==> src/rtl/sync_fifo_param.sv <==
// sync_fifo_param -- single-clock FIFO with registered read data and
// occupancy/status flags.
//
// Parameters
//   WIDTH     data word width (>= 1)
//   DEPTH     number of entries (power of two, >= 4)
//   AF_LEVEL  almost_full asserts when count >= AF_LEVEL (1..DEPTH)
//   AE_LEVEL  almost_empty asserts when count <= AE_LEVEL (0..DEPTH-1)
//
// Ports
//   clk           rising-edge clock
//   rst           asynchronous active-high reset
//   data_in       write data
//   we / re       write / read requests
//   data_out      read data, loaded on the edge a read is accepted
//   full, empty, almost_full, almost_empty
//                 decoded straight from the registered count
//   count         occupancy, 0..DEPTH
//   overflow      one-cycle pulse after a rejected write
//   underflow     one-cycle pulse after a rejected read
module sync_fifo_param #(
    parameter int WIDTH    = 8,
    parameter int DEPTH    = 16,
    parameter int AF_LEVEL = DEPTH - 2,
    parameter int AE_LEVEL = 2
) (
    input  logic                   clk,
    input  logic                   rst,
    input  logic [WIDTH-1:0]       data_in,
    input  logic                   we,
    input  logic                   re,
    output logic [WIDTH-1:0]       data_out,
    output logic                   full,
    output logic                   empty,
    output logic                   almost_full,
    output logic                   almost_empty,
    output logic [$clog2(DEPTH):0] count,
    output logic                   overflow,
    output logic                   underflow
);

    localparam int AW = $clog2(DEPTH);
    localparam int CW = AW + 1;

    // Thresholds sized to the count so the flag compares are width-matched.
    localparam logic [CW-1:0] FULL_CNT = CW'(DEPTH);
    localparam logic [CW-1:0] AF_CNT   = CW'(AF_LEVEL);
    localparam logic [CW-1:0] AE_CNT   = CW'(AE_LEVEL);

    logic [WIDTH-1:0] mem [DEPTH];
    logic [AW-1:0]    wr_ptr;
    logic [AW-1:0]    rd_ptr;
    logic             wr_acc;
    logic             rd_acc;

    // A read frees a slot on the same edge, so a write into a full FIFO is
    // still accepted when paired with a read. Requests are ignored in reset.
    assign rd_acc = re && !empty && !rst;
    assign wr_acc = we && (!full || rd_acc) && !rst;

    // Status flags: pure decode of the registered count, no extra latency.
    assign full         = (count == FULL_CNT);
    assign empty        = (count == '0);
    assign almost_full  = (count >= AF_CNT);
    assign almost_empty = (count <= AE_CNT);

    // Storage is deliberately not reset; pointers/count define validity.
    always_ff @(posedge clk) begin
        if (wr_acc)
            mem[wr_ptr] <= data_in;
    end

    always_ff @(posedge clk or posedge rst) begin
        if (rst) begin
            wr_ptr    <= '0;
            rd_ptr    <= '0;
            count     <= '0;
            data_out  <= '0;
            overflow  <= 1'b0;
            underflow <= 1'b0;
        end else begin
            // DEPTH is a power of two, so pointer wrap is natural overflow.
            if (wr_acc)
                wr_ptr <= wr_ptr + AW'(1);
            if (rd_acc) begin
                rd_ptr   <= rd_ptr + AW'(1);
                data_out <= mem[rd_ptr];
            end

            case ({wr_acc, rd_acc})
                2'b10:   count <= count + CW'(1);
                2'b01:   count <= count - CW'(1);
                default: count <= count;
            endcase

            overflow  <= we && !wr_acc;
            underflow <= re && !rd_acc;
        end
    end

endmodule

==> config.mk <==
export PLATFORM = sky130hd
export DESIGN_NAME = sync_fifo_param
export DESIGN_NICKNAME = d
export VERILOG_FILES = /design/src/rtl/sync_fifo_param.sv
export SDC_FILE = /design/constraint.sdc
export NUM_CORES = 1
export LEC_CHECK = 0
export CORE_ASPECT_RATIO = 1.25
export CORE_UTILIZATION = 45
export DETAILED_ROUTE_END_ITERATION = 10
export GPL_TIMING_DRIVEN = 0
export HOLD_SLACK_MARGIN = 0.15
export PLACE_DENSITY_LB_ADDON = 0.2
export REMOVE_ABC_BUFFERS = 1
export SYNTH_ARGS = -nofsm -noshare
export SYNTH_HDL_FRONTEND = slang
export SYNTH_SLANG_ARGS = --single-unit
==> constraint.sdc <==
create_clock -name clk -period 3.1 [get_ports clk]
set_clock_uncertainty 0.2 [all_clocks]
set_input_delay 0.93 -clock clk [delete_from_list [all_inputs] [get_ports clk]]
set_output_delay 0.93 -clock clk [all_outputs]
set_load 0.01 [all_outputs]
Yosys cells after proc, flatten, opt, wreduce, memory -nomap -nowiden

Memory sizes are Yosys's and may differ from the RTL's. A register that Yosys moved wholly into a read port is not among the register bits.
Index checks and enable logic that the tools add are counted.

Flip-flop bits (word level): 15
Bits in writable memories: 128
Input port bits: 12
Output and inout bits: 19
Logic and storage cells: 32
Memories kept: 1

Memory list:

| memory | words | width | rd ports | clocked after memory_dff | write ports | RTL line | source |
|---|---|---|---|---|---|---|---|
| mem    | 16    | 8     | 1        | 1                        | 1           | 50       | `logic [WIDTH-1:0] mem [DEPTH];` |

Add/sub/neg operators: 4
Order comparisons: 2
Equal/unequal tests: 3
Muxes and demuxes: 3
Reductions and logical operators: 14

Operator list:

| operator                                             | count |
|---|---|
| case mux 5 bit (2 select lines)                      | 1 |
| adder 4 x 1 -> 4 bit (second input constant)         | 2 |
| logical AND 1 bit                                    | 6 |
| adder 5 x 1 -> 5 bit (second input constant)         | 1 |
| == test 5 bit (second input constant)                | 1 |
| >= comparator 5 x 4 -> 1 bit (second input constant) | 1 |
| <= comparator 5 x 2 -> 1 bit (second input constant) | 1 |
| zero test 1 bit                                      | 5 |
| zero test 5 bit                                      | 1 |
| subtractor 5 x 1 -> 5 bit (second input constant)    | 1 |
| == test 2 x 1 -> 1 bit (second input constant)       | 1 |
| == test 2 bit (second input constant)                | 1 |
| 2-to-1 mux 1 bit                                     | 2 |
| nonzero test 2 bit                                   | 1 |
| logical OR 1 bit                                     | 1 |

Logic depth before layout (Yosys ltp)

Gate-level depths: netlist of the first run.

Depth in word-level cells: 9
Mapped depth: 10
Gate-level depth less buffers: 9

Least setup slack after synthesis of the first run

OpenSTA, ideal clock, no wires.

Path type: in2reg
Start point: in rst
End point: reg count[4]
Library setup time: 0.080 ns
Arrival: 3.106 ns
Required time: 2.820 ns
Setup slack: -0.286 ns
Stages on the path: 9
Path buffers: 0
Cell sequence: inv_1 o311ai_4 inv_2 ha_1 ha_1 a21o_1 a21oi_1 mux2i_1 xnor2_1

Cells in the longest elaborated chain, start to end: 7
Elaborated cells on any way between the ends: 9
Classes of those cells: 2 x eq/ne; 1 x mux; 6 x reduce/logical

RTL lines:

| element                                                               | RTL line | source |
|---|---|---|
| start: declaration                                                    | 28       | `input logic rst,` |
| zero test 1 bit (no source line) (*)                                  | --       |  |
| logical AND 1 bit (*)                                                 | 58       | `assign rd_acc = re && !empty && !rst;` |
| named net rd_acc                                                      | 54       | `logic rd_acc;` |
| logical OR 1 bit                                                      | 59       | `assign wr_acc = we && (!full \|\| rd_acc) && !rst;` |
| logical AND 1 bit (2 in a row)                                        | 59       |  |
| == test 2 x 1 -> 1 bit or == test 2 bit (tied branches)               | 90       | `case ({wr_acc, rd_acc})` |
| case mux 5 bit (2 select lines) or nonzero test 2 bit (tied branches) | --       |  |
| end signal: assignment                                                | 91       | `2'b10: count <= count + CW'(1);` |
| end signal: assignment                                                | 92       | `2'b01: count <= count - CW'(1);` |
| end signal: assignment                                                | 93       | `default: count <= count;` |
| end: declaration                                                      | 37       | `output logic [$clog2(DEPTH):0] count,` |

The timed path passes the listed nets; every way through them passes the cells marked *.
A chain may end at the register's enable or synchronous reset.

Worst setup path in the final report of the first run

Start point: in re
End point: mem mem[7][3], enable pin

Cells in the longest elaborated chain, start to end: 7

RTL lines:

| element                                | RTL line | source |
|---|---|---|
| start: declaration                     | 31       | `input logic re,` |
| logical AND 1 bit (2 in a row)         | 58       |  |
| logical OR 1 bit                       | 59       |  |
| logical AND 1 bit (2 in a row)         | 59       |  |
| 2-to-1 mux 1 bit                       | 69       | `if (wr_acc)` |
| 2-to-1 mux 1 bit (implied by the code) | 70       | `mem[wr_ptr] <= data_in;` |
| end: declaration                       | 50       |  |

Every way passes these cells.

==> flow_metrics.py, run 1 <==
metrics = {
    "timing": {
        "finalSetupViolCount": 0,
        "fmax_mhz": 328,
        "slew_headroom_pct": 34.4,
        "hold_viol": 0,
        "post-route-period-util_pct": 98.3,
        "worst_pin_slew_ps": 981,
        "drv_slew": 0,
        "post-route-min-period_ps": 3050,
        "tns_ps": 0,
    },
    "run": {
        "maxCapViolations": 0,
    },
    "floorplan": {
        "rows": 47,
        "core_um2": 13300,
        "die-height_um": 133,
        "start_util_pct": 46.4,
        "die_area_um2": 14200,
        "io_pins": 31,
        "dieWidth_um": 107,
    },
    "routing": {
        "ant_nets": 0,
        "vias": 2930,
        "drc": 0,
        "wl_per_cell_um": 21.0,
        "avgViaCountPerCell": 5.39,
        "drt-total-wl_um": 11400,
        "firstDrtPassIters": 4,
        "drtIter0Drc": 206,
    },
    "yosys": {
        "async_flop_share_pct": 15.2,
        "synth_ff_type": "edfxtp_1",
        "syn_avg_cell_area_um2": 19.3,
        "ys_warn_count": 0,
        "synth_cell_type_count": 34,
        "seq_area_frac_synth_pct": 71.7,
        "ys_ff_latch": 151,
        "synth-edff-count": 128,
        "synth_area_um2": 6160,
        "synthCells": 320,
    },
    "clocking": {
        "clk_path_buf_depth": 2,
        "clk_pin_slew_worst_paths_ps": 60,
        "cts_tree": "yes",
        "clk_latency_ps": 410,
        "cts_max_level": 4,
        "numCtsBuffers": 17,
        "cts_root_buf": "clkbuf_16",
        "postCtsHoldBufs": 0,
        "clock_sinks": 151,
    },
    "final_layout": {
        "antenna_cells": 0,
        "drive_gt1_share_pct": 23.3,
        "syn_to_final_growth_pct": 18.9,
        "instances_no_fill": 544,
        "fillers": 1071,
        "finish.utilization_pct": 55.1,
        "final_nets": 382,
    },
    "worst_setup_path": {
        "cp.required_ps": 2940,
        "r2r-end": "count[4]",
        "slowest_delay_ps": 790,
        "startpoint_type": "primary input",
        "crit_buf_inv": 3,
        "cp_top_family": "simple AND/OR/NAND/NOR gates",
        "r2r_cells": 9,
        "slowest_stage": "nor2_1",
        "crit_fanout": 9,
        "rrSetupSlack_ps": 210,
        "crit_arrival_ps": 2880,
        "endpoint_kind": "flop",
        "path_cells": "clkdlybuf4s50_1 -> inv_1 -> a41oi_4 -> buf_4 -> nand2_1 -> nor2_1",
        "path_class": "in -> reg",
        "r2r_start": "count[2]",
    },
    "global_routing": {
        "grt_max_degree": 28,
        "grt-ovfl-total": 0,
        "track_usage_pct": 17.7,
        "grt_pass1_vias": 3024,
        "grt_antenna_before_repair": 0,
        "grt_pass1_wl_um": 17600,
    },
    "placed_design": {
        "hpwl_um": 6870,
        "numPortBuffers": 30,
        "place_congestion": 0.711,
        "dp.cells": 506,
    },
    "hold_path": {
        "min_path_cells": 2,
        "hold_path_class": "reg -> reg",
        "hp-start": "data_out[2]",
        "worstHoldEndpoint": "data_out[2]",
    },
    "pwr": {
        "power_mw": 6.59,
        "power.density_nw_per_um2": 899,
        "peakVddDrop_mv": 0.452,
        "leakagePower_nw": 2.53,
    },
    "status": {
        "status": "complete, no violations",
    },
}
cell families after synthesis:
group | after synthesis | share of synthesized area [%]
multiplexers | 56 | 16.3
AO/OA/AOI/OAI | 21 | 2.50
buffers and inverters | 22 | 2.31
AND/OR/NAND/NOR | 50 | 3.63
flip-flops | 151 | 71.7
adder cells (fa/ha/maj) | 10 | 2.15
XOR/XNOR | 10 | 1.42
how the worst max path moves through the flow:
stage | start | endpoint | slack, ps | cells after the start
3_5_place_dp | rst | count[4] | -1530 | 10
3_3_place_gp | rst | count[4] | -1480 | 10
2_1_floorplan | rst | count[4] | -400 | 9
6_report | re | mem[7][3] | 50 | 6
5_1_grt | count[0] | full | -3 | 3
4_1_cts | count[2] | almost_empty | 4 | 3
power breakdown:
part,total [mW],internal [mW],switching (mW)
Clock,2.08,1.26,0.818
Sequential,2.74,2.43,0.311
Combinational,1.77,0.995,0.774
Total,6.59,4.68,1.90
placed cells by master (no fill, tap or decap), types with 2 or more instances in the layout:
cell type and count:
edfxtp_1 128, clkdlybuf4s50_1 27, mux4_2 23, dfrtp_1 21
nand2_1 19, clkbuf_16 19, mux2i_1 16, nor2_1 13
o21ai_0 10, xnor2_1 9, mux4_1 9, mux2_2 8
ha_1 8, inv_1 4, clkinvlp_4 4, nor3_2 4
inv_6 4, nor2_2 3, nand2b_1 3, a21oi_1 3
nor2b_1 3, buf_4 3, a21o_1 2, nand4_1 2
clkinv_4 2, clkbuf_8 2, dfrtp_2 2, dlygate4sd2_1 2
buf_16 2
registers in the layout, summed over array words and instances, names as in the netlist:
name	cells
count	5
data_out	8
mem	128
overflow	1
rd_ptr	4
underflow	1
wr_ptr	4
metal layers:
metal,wire [um],GRT usage (%),up-vias
met2,6220,31.0,58
met1,4730,21.4,1521
met3,297,3.84,9
li1,-,-,1342
met4,170,6.39,0
met5,0,0,-
tightest hold or removal path: stages (launching register included):
cell and delay, ps:
dfrtp_1 340, nand2_1 50, o21ai_0 60
layout make-up:
class,instances,area [um2],area share [%]
Clock inverter,10,105,1.43
Sequential cell,151,4420,60.3
Multi-Input combinational cell,147,1650,22.5
Inverter,6,26.3,0.359
Timing Repair inverter,1,5.00,0.0683
Timing Repair Buffer,36,398,5.43
Clock buffer,22,507,6.92
Tap cell,171,214,2.92
cells in the mapped netlist, types with 2 or more instances:
cell	count	area, um2
a21oi_1	4	20.0
edfxtp_1	128	3840
nand2b_1	3	18.8
mux4_1	9	236
dfrtp_1	23	576
o21ai_0	10	50.1
nor3_1	5	25.0
xnor2_1	9	78.8
a21o_1	2	15.0
mux2_2	8	90.1
mux4_2	23	518
nand2_1	19	71.3
nand4_1	2	12.5
nor2b_1	3	18.8
ha_1	9	113
nor2_1	16	60.1
clkbuf_1	2	7.51
buf_6	3	33.8
inv_1	5	18.8
buf_4	4	30.0
buf_2	5	25.0
mux2i_1	16	160
timing repair:
item / 4_1_cts / 5_1_grt
cloned: 1 / 0
pin swaps: 1 / 0
setup buffers: 3 / 0
gates resized for setup: 8 / 4
setup endpoints to repair: 83 / 3
metrics by stage:
step / cell area (um2) / hold WS, ps / worst slack, ps
after detailed placement: 6600 / 269 / -1530
after floorplan: 6040 / 316 / -395
after global routing: 7330 / 313 / -3.32
after CTS: 7260 / 283 / 4.17
after global placement: 6560 / 267 / -1480
final: 7330 / 283 / 52.8
(Power assumes the default switching activity.)
==> inputs of run 2 (changes only) <==
ABC_AREA = 1   (was default)
==> run 2 against run 1 <==
The run now ends with DRC left. Global-route usage rose by 2.5 points. Worst setup slack better by 43 ps. Design area rose by 7.4%. Clock power is essentially flat. Sequential power hardly changed. Maximum frequency rose by 1.4%. Critical endpoint is now count[4]. Combinational power increased by 17%. Largest cell class unchanged. Via count rose by 56%.
==> flow_metrics.py, run 2 <==
metrics = {
    "status": {
        "status": "complete, but fails checks",
        "violations": "DRC",
    },
    "timing": {
        "post-route-min-period_ps": 3000,
        "drv_slew": 0,
        "hold_ws_ps": 286,
        "setup_ws_ps": 96.0,
        "slew_headroom_pct": 20.8,
        "fmax_mhz": 333,
        "hold_viol": 0,
        "post-route-period-util_pct": 96.9,
        "finalSetupViolCount": 0,
        "worst_pin_slew_ps": 1190,
    },
    "worst_setup_path": {
        "cp_top_family": "adder cells",
        "startpoint_type": "primary input",
        "crit_buf_inv": 2,
        "crit_arrival_ps": 3100,
        "slowest_delay_ps": 530,
        "r2r_cells": 9,
        "cpMostUsedCell": "nand2_1",
        "slowest_stage": "clkdlybuf4s50_1",
        "path_class": "in -> reg",
        "cp.required_ps": 3200,
        "r2r_start": "rd_ptr[0]",
        "rrSetupSlack_ps": 250,
        "crit_fanout": 11,
        "path_cells": "clkdlybuf4s50_1 -> inv_1 -> nand2_4 -> nand3_4 -> ha_4 -> fa_1 -> nand3_1 -> nand2_1 -> a21oi_1 -> o21ai_1 -> nand2_1 -> nand2_1",
        "r2r-end": "data_out[2]",
        "endpoint_kind": "flop",
    },
    "clocking": {
        "clock_sinks": 151,
        "cts_tree": "yes",
        "cts_root_buf": "clkbuf_16",
        "numCtsBuffers": 17,
        "clk_latency_ps": 410,
        "clk_path_buf_depth": 2,
        "cts_max_level": 4,
        "clk_pin_slew_worst_paths_ps": 60,
    },
    "floorplan": {
        "die-height_um": 140,
        "die_area_um2": 15700,
        "io_pins": 31,
        "start_util_pct": 46.8,
        "dieWidth_um": 112,
        "rows": 49,
        "core_um2": 14600,
    },
    "pwr": {
        "leakagePower_nw": 3.43,
        "power_mw": 6.93,
        "power.density_nw_per_um2": 881,
        "peakVddDrop_mv": 0.467,
    },
    "final_layout": {
        "final_common_cell": "nand2_1",
        "syn_to_final_growth_pct": 15.3,
        "drive_gt1_share_pct": 6.51,
        "layout_common_cells": "227 x nand2_1, 128 x edfxtp_1, 111 x inv_1",
        "largest_register": "mem",
        "reg_top3": "mem (128), data_out (8), count (5)",
        "largest_reg_flops": 128,
        "instances_no_fill": 900,
        "final_nets": 731,
        "antenna_cells": 0,
    },
    "hold_path": {
        "hold_path_class": "reg -> reg",
        "hp-start": "data_out[6]",
        "worstHoldEndpoint": "data_out[6]",
        "min_path_cells": 2,
    },
    "global_routing": {
        "grt-ovfl-total": 0,
        "grt_max_degree": 66,
        "grt_pass1_wl_um": 23700,
        "grt_antenna_before_repair": 0,
        "grt_pass1_vias": 4602,
        "track_usage_pct": 20.2,
    },
    "yosys": {
        "synth_top_area_share_pct": 56.3,
        "synthCells": 687,
        "synth.area.top_cells": "edfxtp_1 56%, nand2_1 12%, dfrtp_1 8.4%",
        "synth_area_leader_cell": "edfxtp_1",
        "synth_cell_type_count": 29,
        "syn_avg_cell_area_um2": 9.93,
        "seq_area_frac_synth_pct": 64.8,
        "yosysMostFrequentCell": "nand2_1",
        "synth_area_um2": 6820,
        "ys_ff_latch": 151,
        "synth-edff-count": 128,
        "synth_ff_type": "edfxtp_1",
        "async_flop_share_pct": 15.2,
        "ys_warn_count": 0,
        "synth_common_cells": "227 x nand2_1, 128 x edfxtp_1, 112 x inv_1",
    },
    "placed_design": {
        "hpwl_um": 9210,
        "dp.cells": 865,
        "post-place-ws_ps": -2410,
        "numPortBuffers": 30,
        "place_congestion": 0.769,
    },
    "routing": {
        "drtIter0Drc": 245,
        "drc": 1,
        "firstDrtPassIters": 8,
        "drt-total-wl_um": 15000,
        "ant_nets": 0,
        "wl_per_cell_um": 16.7,
        "avgViaCountPerCell": 5.09,
        "vias": 4584,
    },
    "run": {
        "maxCapViolations": 0,
    },
}
## run 2: changes by cell type in the layout (fill, tap and decap cells not counted), moves of 5 or more
cell / previous run / this run
nand2_1: 19 / 227
nor2_1: 13 / 21
mux2i_1: 16 / 0
o21ai_0: 10 / 4
inv_1: 4 / 111
clkinv_2: 0 / 5
mux4_2: 23 / 0
nand3_1: 0 / 100
xor2_1: 1 / 6
xnor2_1: 9 / 1
mux2_2: 8 / 0
mux4_1: 9 / 0
## run 2: worst max-delay path by stage
stage / start / to / slack [ps] / cells past startpoint
after floorplan: rst / count[4] / -820 / 11
after global placement: rst / count[4] / -2300 / 12
after detailed placement: rst / count[4] / -2410 / 12
after CTS: re / count[4] / 20 / 12
after global routing: count[2] / empty / -20 / 6
final: re / count[4] / 100 / 12
## run 2: repair_timing
action	in CTS	in global routing
setup buffers	2	0
cloned	1	0
hold buffers	0	0
setup endpoints to repair	146	3
pin swaps	2	2
resized for setup	8	5
## run 2: power breakdown
group | switching [mW] | internal, mW
Combinational | 1.29 | 0.784
Clock | 0.756 | 1.34
Sequential | 0.360 | 2.41
Total | 2.40 | 4.53
## run 2: final cells by class
type	count	area, um2
multi-input combinational	391	1840
inverter	115	448
fill	1303	6720
tap	178	223
clock inverter	11	158
clock buffer	21	440
timing repair buffer	33	337
sequential	151	4420
## run 2: per-stage QoR
step / area (um2) / util, % / TNS [ps]
floorplan: 6650 / - / -2710
global placement: 7180 / 49.2 / -107800
detailed placement: 7200 / 49.3 / -117440
CTS: 7850 / 53.8 / 0
global route: 7870 / 53.9 / -20.2
finish: 7870 / 53.9 / 0
## run 2: logic make-up after synthesis
| family | count (synthesis) | share of synthesized area, % |
|---|---|---|
| xor+xnor | 7 | 0.898 |
| simple gates | 361 | 22.6 |
| flops | 151 | 64.8 |
| buf+inv | 146 | 8.82 |
| fa+ha+maj | 10 | 1.94 |
| compound gates | 12 | 0.990 |
## run 2: worst reg2reg max path, cell delays in order (launching register included)
cell and delay, ps:
dfrtp_2 620, buf_12 270, inv_2 880, nand2_1 130, nand3_1 130, nand3_1 110
nand3_1 140, nand2_1 120, nand2_1 90, nand2_1 50
## run 2: layer usage
| metal | global-route usage (%) | up-vias | routed length [um] |
|---|---|---|---|
| met5 | 0 | - | 0 |
| met4 | 9.96 | 0 | 481 |
| met3 | 3.61 | 31 | 615 |
| met2 | 35.0 | 131 | 7660 |
| met1 | 24.2 | 2171 | 6230 |
| li1 | - | 2251 | - |
